--- config.mk ---
export PLATFORM = sky130hd
export DESIGN_NAME = osc_dump_uart_tx
export DESIGN_NICKNAME = d
export VERILOG_FILES = /design/src/rtl/osc_dump_uart_tx.sv
export SDC_FILE = /design/constraint.sdc
export NUM_CORES = 1
export LEC_CHECK = 0
export BUFFER_PORTS_ARGS = -buffer_cell sky130_fd_sc_hd__buf_2
export CAP_MARGIN = 10
export CORE_UTILIZATION = 56
export CTS_BUF_LIST = sky130_fd_sc_hd__clkbuf_4
export CTS_CLUSTER_DIAMETER = 100
export DETAILED_ROUTE_END_ITERATION = 8
export GPL_TIMING_DRIVEN = 0
export PLACE_DENSITY = 0.78
export REMOVE_ABC_BUFFERS = 1
export SYNTH_ARGS = -nofsm -noshare
export SYNTH_HDL_FRONTEND = slang
export SYNTH_SLANG_ARGS = --single-unit
--- constraint.sdc ---
create_clock -name clk -period 2.13 [get_ports clk]
set_input_delay 0.1065 -clock clk [delete_from_list [all_inputs] [get_ports clk]]
set_output_delay 0.1065 -clock clk [all_outputs]
set_load 0.02 [all_outputs]
--- src/rtl/osc_dump_uart_tx.sv ---
// osc_dump_uart_tx
//   Drains a finished capture buffer and streams it to the host as a framed
//   UART 8N1 dump: header byte, status byte {7'b0, trig_flag}, then DEPTH
//   samples in read order. A dump starts on a falling edge of cap_busy seen
//   while idle. While a dump runs, further edges are ignored.
//
// Parameters
//   DW       sample width, must be 8 (one UART byte per sample)
//   DEPTH    samples read per dump
//   CLK_DIV  clk cycles per UART bit, >= 2
//   HDR      frame header byte
//
// Ports
//   clk        system clock, rising edge
//   rst        asynchronous reset, active-low
//   cap_busy   capture engine busy; its 1->0 edge starts a dump
//   trig_flag  1 = triggered capture, 0 = timeout; latched on the start cycle
//   din        buffer sample, valid the cycle after read
//   read       one-cycle read strobe to the capture buffer
//   tx         UART serial output, idle high
//   active     high from dump start to the end of the last stop bit
//   done       one-cycle pulse when the last stop bit completes
`timescale 1ns/1ps
module osc_dump_uart_tx #(
  parameter int          DW      = 8,
  parameter int          DEPTH   = 1000,
  parameter int          CLK_DIV = 868,
  parameter logic [7:0]  HDR     = 8'hA5
) (
  input  logic          clk,
  input  logic          rst,
  input  logic          cap_busy,
  input  logic          trig_flag,
  input  logic [DW-1:0] din,
  output logic          read,
  output logic          tx,
  output logic          active,
  output logic          done
);

  localparam int CW = (DEPTH > 1) ? $clog2(DEPTH) : 1;
  localparam int BW = $clog2(CLK_DIV);
  localparam logic [CW-1:0] LAST_SMP  = CW'(DEPTH - 1);
  localparam logic [BW-1:0] LAST_BAUD = BW'(CLK_DIV - 1);

  typedef enum logic [2:0] {
    IDLE,
    SEND_HDR,
    SEND_STAT,
    RD_REQ,
    RD_CAP,
    SEND_SMP
  } state_t;

  state_t        state;
  logic          busy_q;     // previous cap_busy, for edge detection
  logic          trig_q;     // trig_flag captured at dump start
  logic [9:0]    shreg;      // {stop, byte, start}; bit 0 is the bit on the line
  logic [3:0]    bit_cnt;    // 0..9 within the current byte
  logic [BW-1:0] baud_cnt;   // 0..CLK_DIV-1 within the current bit
  logic [CW-1:0] smp_cnt;    // samples sent so far in this dump

  logic sending;
  logic start;

  assign sending = (state == SEND_HDR) || (state == SEND_STAT) || (state == SEND_SMP);
  assign start   = (state == IDLE) && busy_q && !cap_busy;

  // NOTE: every register here, outputs included, is assigned with <= so all
  // of them update together on the edge; a blocking assignment would let a
  // later statement see the new value within the same cycle.
  always_ff @(posedge clk or negedge rst) begin
    if (!rst) begin
      state    <= IDLE;
      busy_q   <= 1'b0;
      trig_q   <= 1'b0;
      shreg    <= '1;
      bit_cnt  <= '0;
      baud_cnt <= '0;
      smp_cnt  <= '0;
      read     <= 1'b0;
      tx       <= 1'b1;
      active   <= 1'b0;
      done     <= 1'b0;
    end else begin
      busy_q <= cap_busy;
      read   <= 1'b0;
      done   <= 1'b0;

      if (sending) begin
        if (baud_cnt == LAST_BAUD) begin
          baud_cnt <= '0;
          if (bit_cnt == 4'd9) begin
            // Stop bit finished: the next line state starts on the very next cycle.
            bit_cnt <= '0;
            case (state)
              SEND_HDR: begin
                state <= SEND_STAT;
                shreg <= {1'b1, 7'b0, trig_q, 1'b0};
                tx    <= 1'b0;
              end
              SEND_STAT: begin
                state <= RD_REQ;
                read  <= 1'b1;
                tx    <= 1'b1;
              end
              default: begin  // SEND_SMP
                smp_cnt <= smp_cnt + 1'b1;
                tx      <= 1'b1;
                if (smp_cnt < LAST_SMP) begin
                  state <= RD_REQ;
                  read  <= 1'b1;
                end else begin
                  state  <= IDLE;
                  done   <= 1'b1;
                  active <= 1'b0;
                end
              end
            endcase
          end else begin
            bit_cnt <= bit_cnt + 4'd1;
            shreg   <= {1'b1, shreg[9:1]};
            tx      <= shreg[1];
          end
        end else begin
          baud_cnt <= baud_cnt + 1'b1;
        end
      end else begin
        case (state)
          IDLE: begin
            if (start) begin
              state    <= SEND_HDR;
              trig_q   <= trig_flag;
              smp_cnt  <= '0;
              bit_cnt  <= '0;
              baud_cnt <= '0;
              active   <= 1'b1;
              shreg    <= {1'b1, HDR, 1'b0};
              tx       <= 1'b0;
            end
          end
          // read was raised on entry and drops here; the buffer answers next cycle.
          RD_REQ: state <= RD_CAP;
          RD_CAP: begin
            state <= SEND_SMP;
            shreg <= {1'b1, din, 1'b0};
            tx    <= 1'b0;
          end
          default: state <= IDLE;
        endcase
      end
    end
  end

endmodule

# Word level (Yosys, flattened, before mapping)
# Cells that the tools add are included.
[totals] word_cells=96 register_bits=43 out_inout_bits=4
[classes] eq_ne=13 n_mux=49 n_bitwise=1 add_sub_neg=3 reduce_logical=18 n_lt_le_gt_ge=1
[op_table] cell="$mux W10" n=13
[op_table] cell="$mux W1" n=21
[op_table] cell="$add A10 B1 Y10 const B" n=2
[op_table] cell="$mux W4" n=5
[op_table] cell="$pmux W10 S2" n=1
[op_table] cell="$mux W3" n=4
[op_table] cell="$reduce_and A3 Y1" n=4
[op_table] cell="$eq A10 B10 Y1 const B" n=1
[op_table] cell="$lt A10 B10 Y1 const B" n=1
[op_table] cell="$pmux W3 S3" n=1
[op_table] cell="$eq A3 B2 Y1 const B" n=2
[op_table] cell="$eq A3 B3 Y1 const B" n=2
[op_table] cell="$ne A3 B3 Y1 const B" n=2
[op_table] cell="$reduce_and A6 Y1" n=1
[op_table] cell="$reduce_and A5 Y1" n=1
[op_table] cell="$add A4 B1 Y4 const B" n=1
[op_table] cell="$eq A4 B4 Y1 const B" n=1
[op_table] cell="$ne A2 B1 Y1 const B" n=2
[op_table] cell="$ne A2 B2 Y1 const B" n=2
[op_table] cell="$pmux W1 S2" n=2
[op_table] cell="$pmux W2 S2" n=1
[op_table] cell="$reduce_and A4 Y1" n=1
[op_table] cell="$reduce_bool A2 Y1" n=2
[op_table] cell="$eq A3 B1 Y1 const B" n=1
[op_table] cell="9 further kinds" n=11

# Logic depth before layout (Yosys ltp)
[depth] depth_word=6 ltp_mapped=7 ltp_nobuf=6

# Least setup slack after synthesis
# OpenSTA, ideal clock, no wires.
[synth_path] path_type="flip-flop to flip-flop" start="reg baud_cnt[4]" end="reg shreg[1]" required_ps=2048 slack_ps=-107 path_stages_with_launch=7 arrival_time_ps=2155 setup_ps=82 synth_period_minus_slack_ps=2237 path_cell_list="dfrtp_1 -> buf_6 -> or3_4 -> o32a_1 -> or4_1 -> buf_6 -> mux2_4"
[synth_via] elab_chain_len=3
[synth_rtl] element="from (decl)" line_no="60" text="logic [BW-1:0] baud_cnt;"
[synth_rtl] element="from (signal assigned)" line_no="126" text="baud_cnt <= baud_cnt + 1'b1;"
[synth_rtl] element="$eq A10 B10 Y1" line_no="91" text="if (baud_cnt == LAST_BAUD) begin"
[synth_rtl] element="$ne A2 B1 Y1 (no line)"
[synth_rtl] element="$reduce_and A4 Y1 (no line)"
[synth_rtl] element="to (signal assigned)" line_no="99" text="shreg <= {1'b1, 7'b0, trig_q, 1'b0};"
[synth_rtl] element="to (signal assigned)" line_no="122" text="shreg <= {1'b1, shreg[9:1]};"
[synth_rtl] element="to (signal assigned)" line_no="138" text="shreg <= {1'b1, HDR, 1'b0};"
[synth_rtl] element="to (decl)" line_no="58" text="logic [9:0] shreg;"
# Every way passes these cells.
# A chain may end at the register's enable or synchronous reset.

# Worst setup path after layout
[layout_path] start="reg baud_cnt[2]" end="reg shreg[1]"
# The elaborated chain is that of the path after synthesis.

==> run_results.csv <==
group,metric,value,unit
routing,viasPerCell,6.26,
final_layout,fin_cells,300,
logic_synthesis,synth_flop_cell,"dfrtp_1",
logic_synthesis,synth-edff-count,0,
sta,fin_crit_sh,1.01,
sta,rsz0062_at_grt,"yes",
setup_path,crit_type,"reg -> reg",
sta,setup_tns,-0.0952,ns
clock_tree,cts_tree,"yes",
setup_path,worst_setup_path_start_kind,"flip-flop",
routing,drt-wirelength-per-cell,16.8,µm
final_layout,mostFrequentLayoutCell,"dfrtp_1",
power,p_per_area,1190,mW/mm²
floorplanning,fp.dieH,65.9,µm
final_layout,drive_gt1_frac,0.317,
routing,drc_errors,0,
clock_tree,cts_max_level,2,
clock_tree,cts.path.max_buffers,2,
worst_hold_path,min_path_type,"in -> reg",
sta,drv_slew,0,
global_routing,grt_pass1_vias,1863,
global_routing,gr-usage-met2,0.407,
logic_synthesis,ys_seq_area_frac,0.454,
power,ir_drop,0.626,mV
outcome,outcome,"finished, violations left",
global_routing,grt_max_degree,42,
floorplanning,ios,16,
floorplanning,fp.dieArea,0.00434,mm²
place,place_area,0.00237,mm²
final_layout,final_area,0.00264,mm²
power,total_leakage_power,1.16,nW
routing,dr_total_vias,1878,
final_layout,final_net_count,267,
floorplanning,die_width,65.9,µm
routing,ant_nets,0,
global_routing,grt_pass1_wl,8690,µm
outcome,violations,"negative setup slack",
final_layout,diodes,0,
setup_path,path_max_fanout,8,
floorplanning,core-area,0.00380,mm²
global_routing,gr-total-overflow,0,
place,dp_slack,-0.681,ns
floorplanning,initial_core_util,0.602,
logic_synthesis,syn_area_per_cell,10.2,µm²
logic_synthesis,syn-cell-area,0.00229,mm²
setup_path,worstPathRequired,2.42,ns
place,gp_congestion,0.796,
global_routing,grt_use_total,0.265,
sta,setup_viol,7,
setup_path,end_kind,"flip-flop",
final_layout,final_cell_mix,"dfrtp_1 (28), nand2_1 (15), buf_2 (15)",
logic_synthesis,ys_async_sr_fraction,1.00,
power,total_power,3.15,mW
sta,tightestPinTransition,0.874,ns
sta,clock_skew,0.00767,ns
run,drv_cap,0,
clock_tree,cts-root-buf,"clkbuf_4",
logic_synthesis,synth_warnings,0,
sta,max_freq,465,MHz
setup_path,worstPathArrival,2.43,ns
global_routing,antenna_found_initial,0,
sta,max-slew-margin-rel,0.418,
logic_synthesis,synthCells,225,
routing,dr.pass1.iters,4,
sta,finalHoldViolCount,0,
place,port_buffers,15,
clock_tree,clock-sinks,41,
place,dp.cells,277,
global_routing,grt.met3_usage,0.0759,
final_layout,areaGrowthSynthToFinish,15.5,%
final_layout,fill_cells,278,
logic_synthesis,synth_cell_type_count,51,
sta,period_minus_slack,2.15,ns
sta,setup_slack,-0.0190,ns
final_layout,final_util,0.696,
routing,drt_iter0_drc,142,
place,place_hpwl,3100,µm
routing,wirelength,5040,µm
clock_tree,numCtsBuffers,5,
floorplanning,rows,22,
clock_tree,path_clk_slew,0.12,ns
clock_tree,clock_latency,0.35,ns
global_routing,grt_use_met1,0.351,
logic_synthesis,ys_ff_latch,41,
global_routing,busiest_layer,"met2",
sta,holdWs,0.0396,ns
==> cells in the mapped netlist, drive strengths merged, types with 3 or more instances <==
cell type	n	share of area
o21a	3	0.0098
nand2	16	0.026
clkbuf	8	0.013
dfstp	9	0.10
nand3b	3	0.0098
a21o	4	0.013
buf	3	0.011
a31oi	14	0.038
o21ai	9	0.020
ha	4	0.022
inv	3	0.0049
dfrtp	32	0.35
mux2	13	0.075
a22o	6	0.023
a21oi	13	0.028
nor3	8	0.018
nand2b	6	0.016
a41oi	4	0.015
and2	3	0.0082
nor2	12	0.020
nand3	5	0.011
and3	9	0.025
==> timing repair <==
item / 4_1_cts / 5_1_grt
buffers inserted: 6 / 5
endpoints found under the hold margin: 33 / 1
hold buffers: 2 / 1
resized for setup: 15 / 7
cloned: 1 / 0
endpoints found under the setup margin: 29 / 25
pin swaps: 4 / 2
==> registers in the layout (all words and copies together), names as in the netlist <==
| name | cells |
|---|---|
| baud_cnt | 10 |
| smp_cnt | 10 |
| shreg | 8 |
| bit_cnt | 4 |
| state | 3 |
| active | 1 |
| busy_q | 1 |
| done | 1 |
| read | 1 |
| trig_q | 1 |
| tx | 1 |
==> path summary, 6_finish.rpt <==
kind	start	to	slack, ns	cells past startpoint
setup reg to reg	baud_cnt[2]	shreg[1]	-0.02	4
setup / recovery	baud_cnt[2]	shreg[1]	-0.02	4
hold / removal	din[7]	shreg[8]	0.04	3
hold reg to reg	shreg[8]	shreg[8]	0.48	2
min in group asynchronous	rst	smp_cnt[1]	0.40	2
max in group asynchronous	rst	baud_cnt[4]	1.13	2
==> cell families after synthesis <==
logic type | after synthesis | synth area share
and+or+nand+nor | 81 | 0.197
muxes | 14 | 0.0799
AOI/OAI and AO/OA | 70 | 0.214
xor gates and xnor gates | 1 | 0.00383
adders and majority gates | 4 | 0.0219
buffers and inverters | 14 | 0.0295
DFF | 41 | 0.454
==> power breakdown <==
group          total (mW)  switching [mW]  internal (mW)  leakage, nW
sequential           1.35           0.264           1.08        0.503
clock               0.366           0.246          0.119       0.0300
combinational        1.44           0.720          0.723        0.630
==> metal layers <==
metal  vias to the layer above  routed length, µm  share of wire
met3                         5                216          0.043
li1                        915                  -              -
met2                        42               2430           0.48
met5                         -                  0              0
met1                       916               2350           0.47
met4                         0                 41         0.0081
==> critical path: stages, from the launching register on <==
cell     delay (ns)
dfrtp_1        0.45
or3_4          0.39
o32a_4         0.38
or4_4          0.53
mux2_4         0.34
==> area by class of cell <==
cell class | count | area (µm²) | area share
inverter | 3 | 11.3 | 0.00426
sequential | 41 | 1040 | 0.394
clock inverter | 3 | 12.5 | 0.00473
clock buffer | 5 | 37.5 | 0.0142
tap | 48 | 60.1 | 0.0227
multi-input combinational | 171 | 1290 | 0.489
timing repair buffer | 29 | 188 | 0.0710
Power figures use the tool's default switching activity.
